===== config.mk =====
export PLATFORM = sky130hd
export DESIGN_NAME = vga_pic_bounce
export DESIGN_NICKNAME = d
export VERILOG_FILES = /design/src/rtl/vga_pic_bounce.sv
export SDC_FILE = /design/constraint.sdc
export NUM_CORES = 1
export LEC_CHECK = 0
export BUFFER_PORTS_ARGS = -buffer_cell sky130_fd_sc_hd__buf_4
export CORE_ASPECT_RATIO = 1.4
export CORE_UTILIZATION = 55
export CTS_BUF_LIST = sky130_fd_sc_hd__clkbuf_8
export DETAILED_ROUTE_END_ITERATION = 8
export GPL_TIMING_DRIVEN = 0
export PLACE_DENSITY_LB_ADDON = 0.3
export SLEW_MARGIN = 20
export SYNTH_ARGS = -nofsm -noshare
export SYNTH_HDL_FRONTEND = slang
export SYNTH_SLANG_ARGS = --single-unit

===== constraint.sdc =====
create_clock -name vga_clk -period 7.35 [get_ports vga_clk]
set_input_delay 0.3675 -clock vga_clk [delete_from_list [all_inputs] [get_ports vga_clk]]
set_output_delay 0.3675 -clock vga_clk [all_outputs]
set_load 0.01 [all_outputs]

===== src/rtl/vga_pic_bounce.sv =====
// Bouncing-square pattern generator for a VGA pixel pipeline. The box advances once per frame and reflects off the screen edges.
// Optional macro VGA_PIC_BOUNCE_COLOR_CYCLE_EN: when defined, the box colour changes on every bounce.
module vga_pic_bounce #(
    parameter logic [9:0] H_VALID  = 10'd640,
    parameter logic [9:0] V_VALID  = 10'd480,
    parameter logic [9:0] BOX_SIZE = 10'd16,
    parameter logic [9:0] STEP     = 10'd1
) (
    input  logic        vga_clk,
    input  logic        sys_rst,
    input  logic [9:0]  pix_x,
    input  logic [9:0]  pix_y,
    output logic [15:0] pix_data
);

    localparam int unsigned PW = 10;
    localparam int unsigned CW = PW + 1;
    localparam int unsigned DW = 16;

    localparam logic [PW-1:0] PIX_NONE = 10'h3FF;
    localparam logic [CW-1:0] X_LIM    = CW'(H_VALID) - CW'(BOX_SIZE);
    localparam logic [CW-1:0] Y_LIM    = CW'(V_VALID) - CW'(BOX_SIZE);

    // One-axis motion rule; result is {bounce, dir, pos}.
    function automatic logic [PW+1:0] step_axis(input logic [PW-1:0] pos,
                                                input logic dir,
                                                input logic [CW-1:0] lim);
        logic [PW-1:0] npos;
        logic          ndir;
        logic          bnc;
        npos = pos;
        ndir = dir;
        bnc  = 1'b0;
        if (!dir) begin
            if (CW'(pos) + CW'(STEP) >= lim) begin
                npos = PW'(lim);
                ndir = 1'b1;
                bnc  = 1'b1;
            end else begin
                npos = pos + STEP;
            end
        end else begin
            if (pos <= STEP) begin
                npos = '0;
                ndir = 1'b0;
                bnc  = 1'b1;
            end else begin
                npos = pos - STEP;
            end
        end
        return {bnc, ndir, npos};
    endfunction

    logic [PW-1:0] x_pos_q, x_pos_d;
    logic [PW-1:0] y_pos_q, y_pos_d;
    logic          dir_x_q, dir_x_d;
    logic          dir_y_q, dir_y_d;
    logic          match_q, match_d;
    logic [DW-1:0] pix_data_q, pix_data_d;

    logic          frame_end_c;
    logic          inside_c;
    logic          bounce_c;
    logic [PW+1:0] x_step_c;
    logic [PW+1:0] y_step_c;
    logic [DW-1:0] box_color_c;

`ifdef VGA_PIC_BOUNCE_COLOR_CYCLE_EN
    logic [2:0] col_idx_q, col_idx_d;

    always_comb begin
        col_idx_d = col_idx_q;
        if (frame_end_c && bounce_c) begin
            col_idx_d = col_idx_q + 3'd1;
        end
    end

    always_comb begin
        box_color_c = 16'hFFFF;
        case (col_idx_q)
            3'd0: box_color_c = 16'hF800;
            3'd1: box_color_c = 16'hFC00;
            3'd2: box_color_c = 16'hFFE0;
            3'd3: box_color_c = 16'h07E0;
            3'd4: box_color_c = 16'h07FF;
            3'd5: box_color_c = 16'h001F;
            3'd6: box_color_c = 16'hF81F;
            default: box_color_c = 16'hFFFF;
        endcase
    end

    always_ff @(posedge vga_clk or posedge sys_rst) begin
        if (sys_rst) begin
            col_idx_q <= '0;
        end else begin
            col_idx_q <= col_idx_d;
        end
    end
`else
    always_comb begin
        box_color_c = 16'hFFFF;
    end
`endif

    // Rising edge of the last-active-pixel match marks the end of a frame.
    always_comb begin
        match_d     = (pix_x == H_VALID - 10'd1) && (pix_y == V_VALID - 10'd1);
        frame_end_c = match_d && !match_q;
        x_step_c    = step_axis(x_pos_q, dir_x_q, X_LIM);
        y_step_c    = step_axis(y_pos_q, dir_y_q, Y_LIM);
        bounce_c    = x_step_c[PW+1] || y_step_c[PW+1];
    end

    always_comb begin
        x_pos_d = x_pos_q;
        y_pos_d = y_pos_q;
        dir_x_d = dir_x_q;
        dir_y_d = dir_y_q;
        if (frame_end_c) begin
            x_pos_d = x_step_c[PW-1:0];
            dir_x_d = x_step_c[PW];
            y_pos_d = y_step_c[PW-1:0];
            dir_y_d = y_step_c[PW];
        end
    end

    // Compares are done one bit wider so the box's far edge never wraps.
    always_comb begin
        inside_c = (pix_x != PIX_NONE) && (pix_y != PIX_NONE)
                && (CW'(pix_x) >= CW'(x_pos_q))
                && (CW'(pix_x) <  CW'(x_pos_q) + CW'(BOX_SIZE))
                && (CW'(pix_y) >= CW'(y_pos_q))
                && (CW'(pix_y) <  CW'(y_pos_q) + CW'(BOX_SIZE));
        pix_data_d = inside_c ? box_color_c : '0;
    end

    always_ff @(posedge vga_clk or posedge sys_rst) begin
        if (sys_rst) begin
            x_pos_q    <= '0;
            y_pos_q    <= '0;
            dir_x_q    <= 1'b0;
            dir_y_q    <= 1'b0;
            match_q    <= 1'b0;
            pix_data_q <= '0;
        end else begin
            x_pos_q    <= x_pos_d;
            y_pos_q    <= y_pos_d;
            dir_x_q    <= dir_x_d;
            dir_y_q    <= dir_y_d;
            match_q    <= match_d;
            pix_data_q <= pix_data_d;
        end
    end

    assign pix_data = pix_data_q;

endmodule


== After elaboration in Yosys (flattened, before gate mapping) ==
Cells that the tools add are included.
Storage, ports and cells
  flip-flop bits (word level): 39
  input bits: 22
  output and inout port bits: 16
  logic and storage cells: 47
Cells by class
  add/subtract/negate cells: 8
  order comparisons: 8
  equal/unequal tests: 4
  mux-type cells: 13
  reduce and logical (&&, ||, !) cells: 8
Operators with widths (count)
  $mux W10: 6
  $add A10 B1 Y11 const B: 2
  $add A10 B5 Y11 const B: 2
  $lt A10 B11 Y1: 2
  $add A10 B1 Y10 const B: 2
  $ge A10 B10 Y1: 2
  $le A10 B1 Y1 const B: 2
  $ne A10 B10 Y1 const B: 2
  $sub A10 B1 Y10 const B: 2
  $mux W16: 1
  $ge A11 B10 Y1 const B: 1
  $ge A11 B9 Y1 const B: 1
  $eq A10 B10 Y1 const B: 1
  $eq A10 B9 Y1 const B: 1
  $logic_and A1 B1 Y1: 7
  $mux W1: 6
  $logic_not A1 Y1: 1

== Longest topological paths before layout ==
  depth after elaboration: 7
  depth in mapped cells: 10
  gate-level depth less buffers: 9

== Least setup slack after synthesis ==
No wires, ideal clock.
  kind: flip-flop to flip-flop
  start point: register x_pos_q[4]
  end point: register x_pos_q[3]
  library setup time: 126 ps
  arrival: 2169 ps
  data required time: 7224 ps
  setup slack: 5055 ps
  cell stages (with the launch flop): 10
  path buffers: 1
  clock period less this slack: 2295 ps
  cell sequence: dfrtp_1 -> clkbuf_1 -> inv_1 -> ha_1 -> or4b_4 -> o31ai_4 -> nor2_2 -> nor2_1 -> a22oi_1 -> o311a_1
On the way
  word-level cells in the longest chain between the ends: 4
  elaborated cells between the ends (all ways): 6
  classes of those cells: add/sub (1); order compare (2); mux (3)
Ends and longest elaborated chain
  start, declared: RTL line 54  | logic [PW-1:0] x_pos_q, x_pos_d;
  start signal, assigned: RTL line 146  | x_pos_q <= x_pos_d;
  $add A10 B1 Y11: RTL line 35  | if (CW'(pos) + CW'(STEP) >= lim) begin
  $ge A11 B10 Y1: RTL line 35
  $mux W10: RTL line 35
  $mux W10 (*): RTL line 34  | if (!dir) begin
Every way passes the cells marked *; elsewhere a longest branch is shown, timed or not.
A chain may end at the register's enable or synchronous reset.

== Final worst setup path ==
Ends and elaborated chain as after synthesis.

==> impl_metrics.yaml <==
timing:
  clock.fmax_ghz: 0.376
  rsz0062_at_grt: "no"
  tns_ps: 0
  period_share: 0.362
  finalMaxSlewViolations: 0
  fin_crit_ps: 2660
  finClkSkew_ps: 4.36
  slew_headroom: 0.338
  hold_viol_final: 0
  setup_ws_ps: 4690
  setup_violations: 0
  hold_ws_ps: 316
  tightest_slew_ps: 993
synthesis:
  synthDominantAreaCellType: "dfrtp_1"
  synth_top_area_share: 0.193
  syn-cell-area_um2: 3100
  synth_top_flop_cell: "dfrtp_1"
  synth_seq_area_share: 0.193
  synth_cells: 395
  async_reset_ff_frac: 1.00
  syn_area_per_cell_um2: 7.86
  synth_edf_count: 0
  synthesis.nets: 459
  yosysUniqueCellTypes: 57
  yosys_warnings: 0
  synthTopCellsByArea: "dfrtp_1 19%, ha_1 17%, o21ai_0 4.5%"
  synth-seq-cells: 24
cts:
  clk_pin_slew_worst_paths_ps: 100
  clkSinkCount: 24
  cts_setup_buffers: 0
  hold_buffers: 0
  clock_latency_ps: 280
  cts.repair.resized: 0
  ctsHtreeMaxLevel: 1
  root_buffer: "clkbuf_8"
  cts_tree: "built"
  ctsLongestPathBuffers: 2
  cts_buffers: 3
die:
  die_h_um: 90.9
  fp-row-count: 32
  core_region_area_um2: 5490
  pin_count: 38
  start_util: 0.566
  die_width_um: 65.5
  dieArea_um2: 5950
power_and_ir_drop:
  p_sw_frac: 0.239
  p_leak_nw: 1.53
  seqPwrFrac: 0.438
  p_int_mw: 0.231
  fin_total_pwr_mw: 0.304
  power.switching_mw: 0.0724
  combPwrFrac: 0.159
  p_per_area_nw_per_um2: 85.8
  max-vdd-ir-drop_v: 0.0000787
  power_frac_clock: 0.404
routing:
  drt_iter0_drc: 179
  drtAntennaViolNets: 0
  firstDrtPassIters: 6
  vias_per_cell: 6.45
  postRouteWirelength_mm: 8.80
  drc: 0
  routed-via-count: 3252
  wl_per_cell_um: 17.5
critical_path:
  arrival_ps: 2830
  crit_family: "compound AO/OA/AOI/OAI gates"
  regToRegSetupSlack_ps: 4690
  path_cells: "clkbuf_1 -> inv_1 -> ha_1 -> or4b_4 -> o31ai_4 -> nor2_2 -> nor2_1 -> a22oi_1 -> o311a_1"
  r2r-start: "x_pos_q[4]"
  crit_type: "flip-flop to flip-flop"
  cp_max_fo: 10
  crit_cells: 9
  worst_r2r_path_depth: 9
  r2r_end: "x_pos_q[3]"
  cp_slowest_cell: "or4b_4"
  startpoint: "x_pos_q[4]"
  crit_required_ps: 7520
  critPathLaunchType: "flip-flop"
  critical_path_buf_inv_count: 2
  end_kind: "flip-flop"
  cp_slowest_stage_delay_ps: 500
run:
  cap_violations: 0
placed_design:
  place_inst: 500
  io_buffers: 37
  gp_congestion: 0.962
  dp_hpwl_mm: 6.93
  place_ws_ps: 4730
  dpl_cell_area_um2: 3470
layout:
  diodes: 0
  register_area_um2: 601
  fin_area_um2: 3540
  multiInputGateArea_um2: 2180
  fillerInstances: 480
  layout-drive-gt1-share: 0.170
  final_cells: 504
  syn_to_final_growth_pct: 14.0
  final_nets: 501
  post-route-util: 0.645
grt:
  grt_pass1_wl_mm: 14.2
  antenna_found_initial: 0
  overflow: 0
  track_usage: 0.304
  grt_start_max_net_pins: 25
  first_global_vias: 3236
status:
  status: "complete, no violations"
min_path:
  hold_class: "input port to asynchronous set/reset pin"
[synthesized netlist by cell type (5+ instances only)]
cell type / number
a21o_1: 5
a21oi_1: 25
a31oi_1: 12
buf_2: 10
buf_4: 16
clkbuf_1: 7
dfrtp_1: 24
ha_1: 42
inv_1: 30
nand2_1: 21
nand3_1: 15
nand4_1: 9
nor2_1: 28
nor2b_1: 5
nor3_1: 15
o211ai_1: 8
o21a_1: 5
o21ai_0: 28
xnor2_1: 14
[placed cells by master, fill, tap and decap left out, types with 15 or more instances in the layout]
master    n
a21oi_1  25
nor3_1   15
nor2_1   28
o21ai_0  28
dfrtp_1  24
nand3_1  15
nand2_1  21
ha_1     42
buf_4    53
inv_1    30
[flip-flops by register name (all words and copies together), names as in the netlist]
| register | count |
|---|---|
| dir_x_q | 1 |
| dir_y_q | 1 |
| match_q | 1 |
| pix_data | 1 |
| x_pos_q | 10 |
| y_pos_q | 10 |
[layout make-up]
class | instances | share of cell area
multi-input combinational | 307 | 0.617
sequential | 24 | 0.170
timing repair buffer | 37 | 0.0785
buffer | 34 | 0.0587
inverter | 30 | 0.0318
tap | 68 | 0.0240
clock buffer | 3 | 0.0117
clock inverter | 1 | 0.00849
[worst max-delay path by stage]
stage	to
3_3_place_gp	x_pos_q[2]
3_5_place_dp	x_pos_q[2]
6_report	x_pos_q[3]
5_1_grt	x_pos_q[2]
4_1_cts	x_pos_q[2]
2_1_floorplan	x_pos_q[3]
[power groups by stage]
stage | registers, mW | logic [mW] | clock network (mW)
after floorplan | 0.135 | 0.0253 | 0
after global placement | 0.135 | 0.0459 | 0
after detailed placement | 0.136 | 0.0481 | 0
after CTS | 0.133 | 0.0483 | 0.123
after global routing | 0.133 | 0.0528 | 0.128
final | 0.133 | 0.0481 | 0.123
[metal layers]
metal / up-vias / wire length (um) / track usage
met5: - / 0 / 0
met2: 129 / 4740 / 0.580
li1: 1549 / - / -
met1: 1541 / 3340 / 0.301
met4: 0 / 357 / 0.168
met3: 33 / 363 / 0.0391
[logic make-up after synthesis]
| kind of cell | synth area share |
|---|---|
| fa+ha+maj | 0.169 |
| buf+inv | 0.103 |
| xor+xnor | 0.0395 |
| compound gates | 0.291 |
| simple gates | 0.194 |
| mux | 0.00967 |
| flops | 0.193 |
Power figures use the tool's default switching activity.
